<file path="config.mk">
export PLATFORM = sky130hd
export DESIGN_NAME = imp_var_std_unit
export DESIGN_NICKNAME = d
export VERILOG_FILES = /design/src/rtl/imp_ln_pkg.sv /design/src/rtl/imp_isqrt_seq.sv /design/src/rtl/imp_var_std_unit.sv
export SDC_FILE = /design/constraint.sdc
export NUM_CORES = 1
export LEC_CHECK = 0
export BUFFER_PORTS_ARGS = -buffer_cell sky130_fd_sc_hd__buf_4
export CORE_MARGIN = 1
export CORE_UTILIZATION = 40
export CTS_BUF_LIST = sky130_fd_sc_hd__clkbuf_8
export CTS_CLUSTER_DIAMETER = 60
export DETAILED_ROUTE_END_ITERATION = 7
export PLACE_DENSITY = 0.6
export SLEW_MARGIN = 20
export SYNTH_ARGS = -nofsm -noshare
export SYNTH_HDL_FRONTEND = slang
export SYNTH_SLANG_ARGS = --single-unit
export TNS_END_PERCENT = 5
</file>
<file path="constraint.sdc">
create_clock -name i_clk -period 13.7 [get_ports i_clk]
set_input_delay 2.74 -clock i_clk [delete_from_list [all_inputs] [get_ports i_clk]]
set_output_delay 2.74 -clock i_clk [all_outputs]
set_load 0.1 [all_outputs]
</file>
<file path="src/rtl/imp_ln_pkg.sv">
// Shared definitions for the improved LayerNorm statistics datapath.
// Holds the default datapath widths, the default epsilon and the
// state encoding of the variance / standard-deviation unit.
package imp_ln_pkg;

  localparam int EX_W    = 8;   // signed mean E[x]
  localparam int EX2_W   = 16;  // unsigned mean-square E[x^2]
  localparam int VAR_W   = 16;  // variance and square-root radicand
  localparam int STD_W   = 8;   // root width, VAR_W/2
  localparam int EPS_DEF = 1;   // epsilon added before the square root

  typedef enum logic [2:0] {
    ST_IDLE = 3'd0,
    ST_SQ   = 3'd1,
    ST_SUB  = 3'd2,
    ST_SQRT = 3'd3,
    ST_DONE = 3'd4
  } state_e;

endpackage

</file>
<file path="src/rtl/imp_isqrt_seq.sv">
// Sequential restoring integer square root, one result bit per cycle.
// Ports:
//   i_clk, i_rst  clock, asynchronous active-high reset
//   i_start       load i_radicand and begin STD_W iterations
//   i_radicand    value whose floor square root is wanted
//   o_root        root as it stands after the current cycle's iteration;
//                 the final root when o_done is high
//   o_done        high during the cycle whose edge performs the last iteration
module imp_isqrt_seq #(
  parameter int VAR_W = imp_ln_pkg::VAR_W,
  parameter int STD_W = imp_ln_pkg::STD_W
) (
  input  logic             i_clk,
  input  logic             i_rst,
  input  logic             i_start,
  input  logic [VAR_W-1:0] i_radicand,
  output logic [STD_W-1:0] o_root,
  output logic             o_done
);

  localparam int CNT_W = $clog2(STD_W + 1);
  // The partial remainder never exceeds 2*root, so STD_W+1 bits hold it;
  // two extra bits absorb the pair shifted in each iteration.
  localparam int REM_W = STD_W + 3;

  logic [VAR_W-1:0] rad_q;
  logic [REM_W-1:0] rem_q;
  logic [STD_W-1:0] root_q;
  logic [CNT_W-1:0] cnt_q;

  logic [REM_W-1:0] rem_sh;
  logic [REM_W-1:0] trial;
  logic             take;
  logic [REM_W-1:0] rem_d;
  logic [STD_W-1:0] root_d;

  // Bring down the next two radicand bits and try subtracting 4*root+1.
  assign rem_sh = {rem_q[REM_W-3:0], rad_q[VAR_W-1 -: 2]};
  assign trial  = {1'b0, root_q, 2'b01};
  assign take   = (rem_sh >= trial);
  assign rem_d  = take ? (rem_sh - trial) : rem_sh;
  assign root_d = {root_q[STD_W-2:0], take};

  assign o_root = root_d;
  assign o_done = (cnt_q == CNT_W'(1));

  always_ff @(posedge i_clk or posedge i_rst) begin
    if (i_rst) begin
      rad_q  <= '0;
      rem_q  <= '0;
      root_q <= '0;
      cnt_q  <= '0;
    end else if (i_start) begin
      rad_q  <= i_radicand;
      rem_q  <= '0;
      root_q <= '0;
      cnt_q  <= CNT_W'(STD_W);
    end else if (cnt_q != '0) begin
      rad_q  <= rad_q << 2;
      rem_q  <= rem_d;
      root_q <= root_d;
      cnt_q  <= cnt_q - CNT_W'(1);
    end
  end

endmodule

</file>
<file path="src/rtl/imp_var_std_unit.sv">
// Variance and standard-deviation stage of the improved LayerNorm datapath.
// Captures E[x] and E[x^2] in any order, computes Var = max(E[x^2]-E[x]^2, 0)
// and Std = floor(sqrt(min(Var+EPS, 2^VAR_W-1))), then pulses o_done.
// Ports:
//   i_clk, i_rst             clock, asynchronous active-high reset
//   i_Ex_done / i_Ex         one-cycle strobe with signed mean
//   i_Ex2_done / i_Ex2       one-cycle strobe with unsigned mean-square
//   o_busy                   high whenever the FSM is not idle
//   o_done                   one-cycle pulse, o_var / o_std updated
//   o_var, o_std             registered results, held until the next o_done
//   o_overrun                one-cycle pulse, a captured value was overwritten
// Handshake: each strobe is a valid without ready; a value is considered
// consumed only when the FSM leaves IDLE with it, so a second strobe before
// that overwrites it and raises o_overrun.
module imp_var_std_unit #(
  parameter int EX_W  = imp_ln_pkg::EX_W,
  parameter int EX2_W = imp_ln_pkg::EX2_W,
  parameter int VAR_W = imp_ln_pkg::VAR_W,
  parameter int STD_W = imp_ln_pkg::STD_W,
  parameter int EPS   = imp_ln_pkg::EPS_DEF
) (
  input  logic                    i_clk,
  input  logic                    i_rst,
  input  logic                    i_Ex_done,
  input  logic signed [EX_W-1:0]  i_Ex,
  input  logic                    i_Ex2_done,
  input  logic        [EX2_W-1:0] i_Ex2,
  output logic                    o_busy,
  output logic                    o_done,
  output logic        [VAR_W-1:0] o_var,
  output logic        [STD_W-1:0] o_std,
  output logic                    o_overrun
);

  import imp_ln_pkg::*;

  localparam logic [VAR_W-1:0] EPS_V = VAR_W'(EPS);

  state_e                  state_q;
  logic signed [EX_W-1:0]  hold_ex_q, ex_q;
  logic        [EX2_W-1:0] hold_ex2_q, ex2_q;
  logic                    ex_flag_q, ex2_flag_q;
  logic        [VAR_W-1:0] msq_q, var_q;
  logic        [VAR_W-1:0] var_out_q;
  logic        [STD_W-1:0] std_q;
  logic                    done_q, overrun_q;

  logic                      go;
  logic signed [2*EX_W-1:0]  ex_sq;
  logic        [VAR_W:0]     diff;
  logic        [VAR_W-1:0]   var_c;
  logic        [VAR_W:0]     rad_sum;
  logic        [VAR_W-1:0]   radicand;
  logic                      sq_start, sq_done;
  logic        [STD_W-1:0]   sq_root;

  assign go = (state_q == ST_IDLE) && ex_flag_q && ex2_flag_q;

  // Capture runs regardless of the FSM. On the consuming edge a new strobe
  // wins over the clear, so it is kept for the following round.
  always_ff @(posedge i_clk or posedge i_rst) begin
    if (i_rst) begin
      hold_ex_q  <= '0;
      hold_ex2_q <= '0;
      ex_flag_q  <= 1'b0;
      ex2_flag_q <= 1'b0;
      overrun_q  <= 1'b0;
    end else begin
      overrun_q <= !go && ((i_Ex_done && ex_flag_q) || (i_Ex2_done && ex2_flag_q));
      if (i_Ex_done) begin
        hold_ex_q <= i_Ex;
        ex_flag_q <= 1'b1;
      end else if (go) begin
        ex_flag_q <= 1'b0;
      end
      if (i_Ex2_done) begin
        hold_ex2_q <= i_Ex2;
        ex2_flag_q <= 1'b1;
      end else if (go) begin
        ex2_flag_q <= 1'b0;
      end
    end
  end

  // |E[x]| <= 128, so the square is at most 16384 and never negative.
  assign ex_sq    = ex_q * ex_q;
  assign diff     = {1'b0, VAR_W'(ex2_q)} - {1'b0, msq_q};
  assign var_c    = diff[VAR_W] ? '0 : diff[VAR_W-1:0];
  assign rad_sum  = {1'b0, var_c} + {1'b0, EPS_V};
  assign radicand = rad_sum[VAR_W] ? '1 : rad_sum[VAR_W-1:0];
  assign sq_start = (state_q == ST_SUB);

  imp_isqrt_seq #(
    .VAR_W (VAR_W),
    .STD_W (STD_W)
  ) u_isqrt (
    .i_clk      (i_clk),
    .i_rst      (i_rst),
    .i_start    (sq_start),
    .i_radicand (radicand),
    .o_root     (sq_root),
    .o_done     (sq_done)
  );

  always_ff @(posedge i_clk or posedge i_rst) begin
    if (i_rst) begin
      state_q   <= ST_IDLE;
      ex_q      <= '0;
      ex2_q     <= '0;
      msq_q     <= '0;
      var_q     <= '0;
      var_out_q <= '0;
      std_q     <= '0;
      done_q    <= 1'b0;
    end else begin
      done_q <= 1'b0;
      case (state_q)
        ST_IDLE: begin
          if (go) begin
            ex_q    <= hold_ex_q;
            ex2_q   <= hold_ex2_q;
            state_q <= ST_SQ;
          end
        end
        ST_SQ: begin
          msq_q   <= VAR_W'(unsigned'(ex_sq));
          state_q <= ST_SUB;
        end
        ST_SUB: begin
          var_q   <= var_c;
          state_q <= ST_SQRT;
        end
        ST_SQRT: begin
          if (sq_done) begin
            var_out_q <= var_q;
            std_q     <= sq_root;
            done_q    <= 1'b1;
            state_q   <= ST_DONE;
          end
        end
        ST_DONE: state_q <= ST_IDLE;
        default: state_q <= ST_IDLE;
      endcase
    end
  end

  assign o_busy    = (state_q != ST_IDLE);
  assign o_done    = done_q;
  assign o_var     = var_out_q;
  assign o_std     = std_q;
  assign o_overrun = overrun_q;

endmodule

</file>
# == Word level (Yosys, flattened, before mapping) ==
# Index checks and enable logic that the tools add are counted.
# totals
ff_bits,148
in_bits,28
output_inout_bits,27
wordCells,64
# classes
add_sub_neg,4
mul,1
order_cmp,1
n_eq_ne,6
mux,19
reduce_logical,16
# op_table
operator,n
$mux 16,4
$mux 9,3
$add 16x1->17 const B,1
$sub 16x16->17,1
$mul 8x8->16,1
$mux 8,2
$pmux 3 s4,1
$ge 11x10->1,1
$sub 9x9->9,1
$mux 4,2
$eq 3x2->1 const B,2
$mux 3,2
$reduce_and 2->1,3
$reduce_bool 2->1,3
$logic_and 1x1->1,5
$mux 1,5
$eq 4x1->1 const B,1
$ne 2x2->1 const B,2
$reduce_bool 4->1,1
$sub 4x1->4 const B,1
$eq 3x1->1 const B,1
$logic_not 3->1,1
$reduce_bool 3->1,1
$logic_not 1->1,1
$logic_or 1x1->1,1

# == Logic depth before layout (Yosys ltp) ==
# depth
ltp_word,5
mapped_depth,21
depth_no_buf,20

# == Hierarchy ==
# Synthesis repeated with hierarchy kept, for this count alone.
# hier_totals
cells_unflattened,1019
hier_area_um2,9671.8
# modules_own_cells
mod,n_inst,cells_per_inst,area_per_inst_um2,seq_area_each_um2
imp_var_std_unit,1,785,7519.7,2752.6
imp_isqrt_seq,1,234,2152.1,925.9

# == Worst setup path after synthesis ==
# No wires, ideal clock.
# synth_timing
path_type,register to register
from,reg ex_q[6]
to,reg msq_q[15]
setup_time_ns,0.132
arrival_ns,4.428
t_required_ns,13.568
path_slack_ns,9.140
stages_incl_launch_ff,19
n_path_buf,1
period_less_slack_ns,4.560
cell_sequence,dfrtp_1 > clkbuf_1 > inv_1 > nor2_1 > inv_1 > fa_1 > inv_1 > fa_1 > fa_1 > inv_1 > fa_1 > inv_1 > ha_1 > or2_2 > o22a_1 > a41o_1 > o41a_1 > xnor2_1 > o21ai_0
# synth_between
elab_chain_cells,1
# synth_rtl
element,line,rtl
start: declaration,imp_var_std_unit.sv:40,"logic signed [EX_W-1:0] hold_ex_q, ex_q;"
start signal: assignment,imp_var_std_unit.sv:120,ex_q <= hold_ex_q;
$mul 8x8->16,imp_var_std_unit.sv:86,assign ex_sq = ex_q * ex_q;
end signal: assignment,imp_var_std_unit.sv:126,msq_q <= VAR_W'(unsigned'(ex_sq));
end: declaration,imp_var_std_unit.sv:43,"logic [VAR_W-1:0] msq_q, var_q;"
# No other way between the ends.
# A chain may end at the register's enable or synchronous reset.

# == Final worst setup path ==
# layout_timing
from,reg ex_q[0]
to,reg msq_q[15]
# The elaborated chain is that of the path after synthesis.

==> summary.txt <==
Timing
  • Fmax: 0.206 GHz
  • Measured slew at the worst slew-check pin: 1.05 ns
  • Relative slew slack: 0.298
  • RSZ-0062 raised after global routing: false
  • Finish-stage setup viols: 0
  • Period utilisation layout: 0.354
  • Final Max Tran Viols: 0
  • Total negative slack: 0 ns
  • Fin crit period: 4.85 ns
  • Final Hold Fails: 0
  • Worst clock skew: 0.0196 ns

Synthesis
  • Syn_nets: 1195
  • Synth Warn #: 0
  • Post-synth EDFFs: 0
  • Most common cell in the netlist: nand2_1
  • Synth cell types: 69
  • Ys async rst share: 1.00
  • Number of synthesized register bits: 147
  • Avg Inst Size Synth: 9.36 um^2
  • Main synth FF type: dfrtp_1
  • Dominant cell type by area after synthesis: dfrtp_1
  • Gate Count Post-Synth: 1065
  • Synth Cell Area: 9970 um^2
  • Synth area leaders: dfrtp_1 (37%), fa_1 (8.4%), ha_1 (7.5%), nand2_1 (7.3%), mux2_2 (5.2%)
  • Post-synth top area share: 0.369
  • Synth top cells by count: nand2_1 (193), dfrtp_1 (147), inv_1 (120)
  • Sequential cell area fraction in the yosys report: 0.369

Critical path
  • Worst-case reg-to-reg path depth: 19
  • Crit-path max FO: 13
  • Crit path capture type: flip-flop
  • WP data required: 14.06 ns
  • Worst reg2reg endpoint: msq_q[15]
  • Crit Path Class: flip-flop to flip-flop
  • Arrival @ worst endpoint: 5.20 ns
  • RR Startpoint: ex_q[0]
  • R2R Setup Slk: 8.85 ns
  • Startpoint types: flip-flop

Die
  • Die height: 160 um
  • FP Rows: 57
  • Die area: 25600 um^2
  • # IOs: 55
  • Core area: 24400 um^2
  • Initial core utilization: 0.409
  • Die Span X: 160 um

Clock tree
  • CTS Buf Count: 17
  • Number of gates resized after cts: 0
  • Hold buffers post-CTS: 0
  • CTS root buffer: clkbuf_8
  • CTS tree: yes
  • Post-CTS Repair Setup Buffers: 0
  • Clock slew at reported path FFs: 0.09 ns
  • Max clock buf depth: 2
  • Clock sink total: 147
  • Worst skew pair latency: 0.46 ns
  • # H-tree levels: 4

GRT
  • Total grt overflow: 0
  • Pin count of the biggest net entering global routing: 79
  • Vias in the first global route: 7264
  • Initial antenna violation count: 0
  • First-pass GRT wire length: 35800 um
  • GRT Util Overall: 0.173

Finish
  • Area Growth Syn to Fin: 10.4%
  • Fin nets: 1227
  • Share of layout cells above drive strength 1: 0.154
  • Antenna Cells: 0
  • Fill cells: 2402

Run
  • Max-cap violations: 0

Drt
  • First-pass DRT Iterations: 4
  • Vias per std cell: 5.01
  • Routed WL per cell: 14.3 um
  • DR iter-0 viols: 315
  • Routed WL: 20500 um
  • Detail Route Antenna Nets: 0
  • Post-route DRC: 0
  • Vias post-DR: 7186

Hold path
  • Hold Path Class: flip-flop to flip-flop
  • Hold Path Depth: 2
  • Min-Delay Startpoint: var_q[8]
  • Worst hold endpoint: o_var[8]

Placement
  • HPWL Detailed: 15200 um
  • PortBufs: 54
  • RePlAce Congestion: 0.828

Outcome
  • Status: finished, final reports clean
-- registers in the layout, summed over array words and instances (netlist names), 3 cells and up --
register,cells
ex2_q,16
ex_q,8
hold_ex2_q,16
hold_ex_q,8
msq_q,15
o_std,8
o_var,16
state_q,3
u_isqrt.cnt_q,4
u_isqrt.rad_q,16
u_isqrt.rem_q,9
u_isqrt.root_q,8
var_q,16
-- worst max-delay path, stage by stage, from the launching register on --
cell and delay, ns:
dfrtp_1 0.56, and2_1 0.22, inv_1 0.06, fa_1 0.41, fa_1 0.51, inv_1 0.04
ha_1 0.26, inv_1 0.05, fa_1 0.59, inv_1 0.06, ha_1 0.28, a21o_1 0.17
a21oi_1 0.21, nand2b_1 0.13, a21boi_0 0.11, o22a_1 0.22, a41o_1 0.25, o41a_1 0.32
xnor2_1 0.13, o21ai_0 0.18
-- worst max-delay path by stage --
stage	from	to	slack [ns]	depth (start not counted)
after global routing	ex_q[0]	msq_q[15]	8.49	19
after global placement	ex_q[0]	msq_q[15]	8.99	19
after detailed placement	ex_q[0]	msq_q[15]	8.87	19
after CTS	ex_q[0]	msq_q[15]	8.83	19
final	ex_q[0]	msq_q[15]	8.85	19
after floorplan	i_rst	ex2_flag_q	7.01	1
-- metal layers --
layer / GRT usage / part of all wire / up-vias
met5: 0 / 0 / -
met4: 0.0472 / 0.015 / 0
met3: 0.0301 / 0.029 / 26
met2: 0.291 / 0.48 / 107
met1: 0.228 / 0.47 / 3448
li1: - / - / 3605
-- cell type report --
type | count | area (um^2) | area share
Clock buffer | 18 | 248 | 0.0225
Timing Repair Buffer | 62 | 465 | 0.0423
Inverter | 121 | 459 | 0.0417
Tap cell | 324 | 405 | 0.0368
Sequential cell | 147 | 3680 | 0.334
Clock inverter | 14 | 131 | 0.0119
Multi-Input combinational cell | 748 | 5620 | 0.511
-- logic make-up after synthesis --
group	share of synthesized area
and+or+nand+nor	0.168
DFF	0.369
adders and majority gates	0.160
muxes	0.0549
buffers and inverters	0.0675
AOI/OAI and AO/OA	0.141
xor gates and xnor gates	0.0404
-- metrics by stage --
step | utilization | setup slack (ns) | instance area [um^2] | std cells | hold WS (ns)
global route | 0.451 | 8.49 | 11000 | 1434 | 0.488
detailed placement | 0.436 | 8.87 | 10600 | 1402 | 0.454
floorplan | - | 7.01 | 9970 | 1065 | 0.435
global placement | 0.436 | 8.99 | 10600 | 1402 | 0.451
finish | 0.451 | 8.85 | 11000 | 1434 | 0.470
CTS | 0.451 | 8.83 | 11000 | 1434 | 0.472
-- layout by cell type, fill, tap and decap left out, drive strengths merged, types with 14 or more instances in the layout --
cell type	instances
mux2	46
inv	126
buf	62
nand2	193
dfrtp	147
clkbuf	18
fa	42
and3	22
a211oi	14
nor2	47
and2	21
xnor2	33
a31oi	22
a21oi	33
o21ai	60
ha	60
Power is not shown: default switching activity piles up to over one toggle a cycle in this logic, so the estimate is an artifact.
